`src/rtl/acc_datapath_if.sv`:
```
// Control/data bundle between the control unit (master) and the accumulator
// datapath (slave); signal names match the original flat port list.
interface acc_datapath_if #(
  parameter int DATA_W = 16,
  parameter int IMM_W  = 11
);
  logic [1:0]        SelA;
  logic              SelB;
  logic              WrAcc;
  logic [2:0]        Op;
  logic [DATA_W-1:0] Out_Data;
  logic [IMM_W-1:0]  Addr;
  logic [DATA_W-1:0] In_Data;
  logic              Busy;
  logic              Zero;
  logic              Neg;
  logic              Carry;
  logic              Ovf;

  modport master (
    output SelA, SelB, WrAcc, Op, Out_Data, Addr,
    input  In_Data, Busy, Zero, Neg, Carry, Ovf
  );

  modport slave (
    input  SelA, SelB, WrAcc, Op, Out_Data, Addr,
    output In_Data, Busy, Zero, Neg, Carry, Ovf
  );
endinterface

```
`src/rtl/acc_datapath.sv`:
```
// Parametrised accumulator datapath: 8-function ALU, registered flags and a
// DATA_W-cycle shift-add unsigned multiplier that stalls the core via Busy.
module acc_datapath #(
  parameter int DATA_W = 16,
  parameter int IMM_W  = 11
) (
  input  logic           clk,
  input  logic           Clear,
  acc_datapath_if.slave  bus
);
  localparam int CNT_W = $clog2(DATA_W + 1);
  localparam int MSB   = DATA_W - 1;

  typedef enum logic [2:0] {
    OP_ADD = 3'b000, OP_SUB = 3'b001, OP_AND = 3'b010, OP_OR  = 3'b011,
    OP_XOR = 3'b100, OP_SHL = 3'b101, OP_SAR = 3'b110, OP_MUL = 3'b111
  } op_e;

  typedef enum logic {S_IDLE, S_MUL} state_e;

  state_e              r_state, w_state_nxt;
  logic [DATA_W-1:0]   r_acc;
  logic                r_z, r_n, r_c, r_v;
  logic [2*DATA_W-1:0] r_mcand, r_prod, w_prod_nxt;
  logic [DATA_W-1:0]   r_mplier;
  logic [CNT_W-1:0]    r_cnt;

  logic signed [IMM_W-1:0] w_addr_s;
  logic [DATA_W-1:0]   w_imm, w_a, w_b, w_res;
  logic [DATA_W:0]     w_wide;
  logic                w_c, w_v;
  op_e                 w_op;
  logic                w_issue, w_alu_wr, w_mul_start, w_mul_done;

  assign w_addr_s = bus.Addr;
  assign w_imm    = DATA_W'(w_addr_s);
  assign w_a      = r_acc;
  assign w_b      = bus.SelB ? bus.Out_Data : w_imm;
  assign w_op     = op_e'(bus.Op);

  assign w_issue     = (r_state == S_IDLE) && bus.WrAcc;
  assign w_mul_start = w_issue && (bus.SelA == 2'd0) && (w_op == OP_MUL);
  assign w_alu_wr    = w_issue && (bus.SelA == 2'd0) && (w_op != OP_MUL);
  assign w_mul_done  = (r_state == S_MUL) && (r_cnt == CNT_W'(1));
  assign w_prod_nxt  = r_mplier[0] ? (r_prod + r_mcand) : r_prod;

  always_comb begin
    w_res  = '0;
    w_c    = 1'b0;
    w_v    = 1'b0;
    w_wide = '0;
    unique case (w_op)
      OP_ADD: begin
        w_wide = {1'b0, w_a} + {1'b0, w_b};
        w_res  = w_wide[DATA_W-1:0];
        w_c    = w_wide[DATA_W];
        w_v    = (w_a[MSB] == w_b[MSB]) && (w_res[MSB] != w_a[MSB]);
      end
      OP_SUB: begin
        // Top bit of the widened difference is the borrow (A < B unsigned).
        w_wide = {1'b0, w_a} - {1'b0, w_b};
        w_res  = w_wide[DATA_W-1:0];
        w_c    = w_wide[DATA_W];
        w_v    = (w_a[MSB] != w_b[MSB]) && (w_res[MSB] != w_a[MSB]);
      end
      OP_AND: w_res = w_a & w_b;
      OP_OR:  w_res = w_a | w_b;
      OP_XOR: w_res = w_a ^ w_b;
      OP_SHL: begin
        w_res = {w_a[MSB-1:0], 1'b0};
        w_c   = w_a[MSB];
      end
      OP_SAR: begin
        w_res = {w_a[MSB], w_a[MSB:1]};
        w_c   = w_a[0];
      end
      OP_MUL: ;
    endcase
  end

  always_ff @(posedge clk) begin
    if (Clear) r_state <= S_IDLE;
    else       r_state <= w_state_nxt;
  end

  always_comb begin
    w_state_nxt = r_state;
    unique case (r_state)
      S_IDLE: if (w_mul_start) w_state_nxt = S_MUL;
      S_MUL:  if (w_mul_done)  w_state_nxt = S_IDLE;
    endcase
  end

  always_comb begin
    bus.Busy = (r_state == S_MUL);
  end

  always_ff @(posedge clk) begin
    if (Clear) begin
      r_acc    <= '0;
      r_z      <= 1'b0;
      r_n      <= 1'b0;
      r_c      <= 1'b0;
      r_v      <= 1'b0;
      r_mcand  <= '0;
      r_mplier <= '0;
      r_prod   <= '0;
      r_cnt    <= '0;
    end else if (r_state == S_MUL) begin
      r_prod   <= w_prod_nxt;
      r_mcand  <= r_mcand << 1;
      r_mplier <= r_mplier >> 1;
      r_cnt    <= r_cnt - CNT_W'(1);
      if (w_mul_done) begin
        r_acc <= w_prod_nxt[DATA_W-1:0];
        r_z   <= (w_prod_nxt[DATA_W-1:0] == '0);
        r_n   <= w_prod_nxt[MSB];
        r_c   <= 1'b0;
        r_v   <= |w_prod_nxt[2*DATA_W-1:DATA_W];
      end
    end else if (w_mul_start) begin
      r_mcand  <= {{DATA_W{1'b0}}, w_a};
      r_mplier <= w_b;
      r_prod   <= '0;
      r_cnt    <= CNT_W'(DATA_W);
    end else if (w_alu_wr) begin
      r_acc <= w_res;
      r_z   <= (w_res == '0);
      r_n   <= w_res[MSB];
      r_c   <= w_c;
      r_v   <= w_v;
    end else if (w_issue && bus.SelA == 2'd1) begin
      r_acc <= w_imm;
    end else if (w_issue && bus.SelA == 2'd2) begin
      r_acc <= bus.Out_Data;
    end
  end

  assign bus.In_Data = r_acc;
  assign bus.Zero    = r_z;
  assign bus.Neg     = r_n;
  assign bus.Carry   = r_c;
  assign bus.Ovf     = r_v;
endmodule
```
`src/flat_wrapper.sv`:
```
// flat-port wrapper written by rule: the top's interface ports become plain ports
module acc_datapath_flat 
#(
  parameter int DATA_W = 16,
  parameter int IMM_W  = 11
)
  (clk, Clear, bus_SelA, bus_SelB, bus_WrAcc, bus_Op, bus_Out_Data, bus_Addr, bus_In_Data, bus_Busy, bus_Zero, bus_Neg, bus_Carry, bus_Ovf);
  acc_datapath_if #(.DATA_W(DATA_W), .IMM_W(IMM_W)) bus_i ();
  input  logic clk;
  input  logic Clear;
  input wire logic [$bits(bus_i.SelA)-1:0] bus_SelA;
  input wire logic [$bits(bus_i.SelB)-1:0] bus_SelB;
  input wire logic [$bits(bus_i.WrAcc)-1:0] bus_WrAcc;
  input wire logic [$bits(bus_i.Op)-1:0] bus_Op;
  input wire logic [$bits(bus_i.Out_Data)-1:0] bus_Out_Data;
  input wire logic [$bits(bus_i.Addr)-1:0] bus_Addr;
  output wire logic [$bits(bus_i.In_Data)-1:0] bus_In_Data;
  output wire logic [$bits(bus_i.Busy)-1:0] bus_Busy;
  output wire logic [$bits(bus_i.Zero)-1:0] bus_Zero;
  output wire logic [$bits(bus_i.Neg)-1:0] bus_Neg;
  output wire logic [$bits(bus_i.Carry)-1:0] bus_Carry;
  output wire logic [$bits(bus_i.Ovf)-1:0] bus_Ovf;
  assign bus_i.SelA = bus_SelA;
  assign bus_i.SelB = bus_SelB;
  assign bus_i.WrAcc = bus_WrAcc;
  assign bus_i.Op = bus_Op;
  assign bus_i.Out_Data = bus_Out_Data;
  assign bus_i.Addr = bus_Addr;
  assign bus_In_Data = bus_i.In_Data;
  assign bus_Busy = bus_i.Busy;
  assign bus_Zero = bus_i.Zero;
  assign bus_Neg = bus_i.Neg;
  assign bus_Carry = bus_i.Carry;
  assign bus_Ovf = bus_i.Ovf;
  acc_datapath #(.DATA_W(DATA_W), .IMM_W(IMM_W)) u_core (.clk(clk), .Clear(Clear), .bus(bus_i));
endmodule
```
`config.mk`:
```
export PLATFORM = sky130hd
export DESIGN_NAME = acc_datapath_flat
export DESIGN_NICKNAME = d
export VERILOG_FILES = /design/src/rtl/acc_datapath_if.sv /design/src/rtl/acc_datapath.sv /design/src/flat_wrapper.sv
export SDC_FILE = /design/constraint.sdc
export NUM_CORES = 1
export LEC_CHECK = 0
export ABC_AREA = 0
export CAP_MARGIN = 20
export CORE_ASPECT_RATIO = 1.2
export CORE_MARGIN = 2
export CORE_UTILIZATION = 50
export DETAILED_ROUTE_END_ITERATION = 6
export PLACE_DENSITY_LB_ADDON = 0.25
export SYNTH_ARGS = -nofsm -noshare
export SYNTH_HDL_FRONTEND = slang
export SYNTH_SLANG_ARGS = --single-unit
```
`constraint.sdc`:
```
create_clock -name clk -period 5.5 [get_ports clk]
set_input_delay 0.825 -clock clk [delete_from_list [all_inputs] [get_ports clk]]
set_output_delay 0.825 -clock clk [all_outputs]
set_load 0.01 [all_outputs]
```
==> impl_metrics.yaml <==
yosys:
  yosys_warnings: 0
  synth_compound_area_share_pct: 29.29
  ys_seq_area_share_pct: 22.08
  synth-xor-area-share_pct: 3.828
  ys_ff_latch: 106
  post_synth_and_or_nand_nor_area_fraction_pct: 21.30
  synthAdderAreaFrac_pct: 12.99
  synth_edf_count: 0
  syn_area_mm2: 0.009610
  synth_top_family_by_area: "compound AO/OA/AOI/OAI gates"
  synth_nets: 1440
  syn-mean-instance-area_um2: 7.359
  muxShareOfSynthArea_pct: 5.090
  ys_async_sr_fraction_pct: 0
  synth_cell_types: 86
  ys.flop_type: "dfxtp_1"
  synth_cells: 1306
cts:
  cts_tree: "yes"
  cts_made_buffers: 9
  clkSinkCount: 106
  htreeDepth: 3
  clockBufferDepth: 2
  clockRootBuffer: "clkbuf_16"
  clk_pin_slew_worst_paths_ns: 0.07
  cts_resized: 0
  post_cts_buffers: 0
  clock_latency_ns: 0.37
  cts_hold_buf: 0
detailed_routing:
  vias_per_cell: 6.111
  wire_per_inst_um: 19.48
  drtIter0Drc: 677
  ant_nets: 0
  drc: 0
  via_count: 9594
  first_pass_iters: 5
  totalWireLength_um: 30580
critical_path:
  worst-r2r-cell-count: 12
  worst_ep_required_time_ns: 5.76
  critPathKind: "primary input to register"
  startpoint_type: "primary input"
  cp_max_fo: 7
  cp.arrival_ns: 4.87
  endpoint_kind: "register"
job:
  maxCapViolations: 0
global_routing:
  grt_overflow: 0
  grt_usage_pct: 29.91
  antenna_found_initial: 0
  grt_max_degree: 66
  grt_pass1_vias: 8947
  grt_pass1_wl_um: 47730
pwr:
  ir_drop_v: 0.0001302
  p_leak_uw: 0.004270
  pwr_density_cell_mw_per_mm2: 190.8
die:
  die_y_um: 155.9
  pin_count: 57
  num_rows: 55
  coreArea_mm2: 0.01886
  start_util_pct: 50.97
  fp.dieW_um: 130.6
  dieArea_mm2: 0.02035
place:
  gp_congestion: 0.9284
  place_hpwl_um: 23380
  postPlaceCellArea_mm2: 0.01031
  post-place-ws_ns: 0.5666
  portBuffers: 56
timing:
  rsz0062_at_grt: "no"
  min_period_over_period_pct: 83.72
  slew_viol_final: 0
  holdWs_ns: 0.4594
  tightest_slew_ns: 1.022
  period_minus_slack_ns: 4.604
  setup_tns_ns: 0
  relSlewSlack_pct: 31.70
  timing.final.hold_violations: 0
  skew_ns: 0.01317
  finalWorstSetupSlack_ns: 0.8956
  fmax_mhz: 217.2
  setup_viol_count_final: 0
min_path:
  hp-class: "register to register"
  hold_path_depth: 2
finish:
  n_antenna_cell: 0
  fin_area_mm2: 0.01061
  seqCellArea_mm2: 0.002126
  fin_util_pct: 56.26
  fillers: 1879
  multi_input_area_mm2: 0.006973
  area_growth_pct: 10.38
  layout.nets: 1443
  drive_gt1_share_pct: 5.936
outcome:
  status: "finished clean"
## worst paths after layout
check / from / to / slack, ns
max reg2reg: u_core.r_prod[0]$_SDFFE_PP0P_ / u_core.bus.Ovf$_SDFFE_PP0P_ / 1.31
min: u_core.r_mplier[0]$_SDFFE_PP0P_ / u_core.r_mplier[0]$_SDFFE_PP0P_ / 0.46
max: bus_SelB / u_core.bus.Zero$_SDFFE_PP0P_ / 0.90
min reg2reg: u_core.r_mplier[0]$_SDFFE_PP0P_ / u_core.r_mplier[0]$_SDFFE_PP0P_ / 0.46
## logic make-up after synthesis
family	Yosys count
buf+inv	136
fa+ha+maj	98
compound gates	428
xor+xnor	42
flops	106
mux	45
simple gates	451
## layout by cell type (no fill, tap or decap), types with 14 or more instances in the layout
master / n
nor3_1: 24
a22oi_1: 33
inv_1: 53
nor2b_1: 14
dfxtp_1: 105
mux2i_1: 23
nand2_1: 173
clkdlybuf4s50_1: 55
buf_4: 18
mux2_2: 21
a21o_1: 21
o211ai_1: 15
a211oi_1: 23
o21ai_0: 51
a31oi_1: 15
nor2_1: 127
ha_1: 95
nand3_1: 42
a21oi_1: 163
xnor2_1: 29
## synthesized netlist by cell type, types with 15 or more instances
master    number  area [um^2]
o21ai_0       51        255.2
a21o_1        21        157.7
xnor2_1       29        254.0
nor2_1       128        480.5
inv_1         53        198.9
o211ai_1      15        112.6
ha_1          95         1189
mux2i_1       23        230.2
a22oi_1       33        247.7
nor3_1        24        120.1
mux2_2        21        236.5
dfxtp_1      106         2122
clkbuf_1      61        229.0
a211oi_1      23        172.7
a31oi_1       15        93.84
nor2b_1       15        93.84
nand2_1      173        649.4
nand3_1       42        210.2
a21oi_1      163        815.8
## final cells by class
| class | instances | area share [%] |
|---|---|---|
| multi-input cells | 1064 | 65.73 |
| flip-flops and latches | 106 | 20.04 |
| repair buffers | 74 | 6.511 |
| well taps | 256 | 3.020 |
| clock buffers | 10 | 2.159 |
| inverters | 54 | 1.911 |
| clock inverters | 6 | 0.6251 |
## critical path: stages
cell and delay, ns:
clkdlybuf4s50_1 0.66, mux2_2 0.41, inv_1 0.11, ha_1 0.31, a21oi_1 0.20, a21boi_1 0.14, o2111ai_1 0.31, nand3_1 0.21
a2111oi_0 0.62, o21ai_0 0.18, a22oi_1 0.26, and3_1 0.20, nand4_1 0.07, o41ai_1 0.36
## where the power goes
part           internal, uW  total, uW  switching, uW
logic                   220        543            323
clock network           355        666            311
registers               779        815           35.5
total                  1350       2020            670
## sequential cells by signal, summed over array words and instances (netlist names)
register            cells
u_core.bus.Ovf          1
u_core.bus.Zero         1
u_core.bus.In_Data     16
u_core.r_mcand         32
u_core.bus.Carry        1
u_core.bus.Busy         1
u_core.r_cnt            5
u_core.r_mplier        16
u_core.bus.Neg          1
u_core.r_prod          32
## layer usage
layer	share of wire [%]	track usage, %	wire length, um
met5	0	0	0
met4	3.4	10.79	1037
met3	4.3	3.429	1302
met2	51	53.27	15480
met1	42	36.74	12760
## metrics by stage
step / power [uW] / std cells
5_1_grt: 2107 / 1570
4_1_cts: 2022 / 1569
2_1_floorplan: 1186 / 1306
3_3_place_gp: 1362 / 1553
3_5_place_dp: 1363 / 1553
6_report: 2024 / 1570
Power figures use the tool's default switching activity.
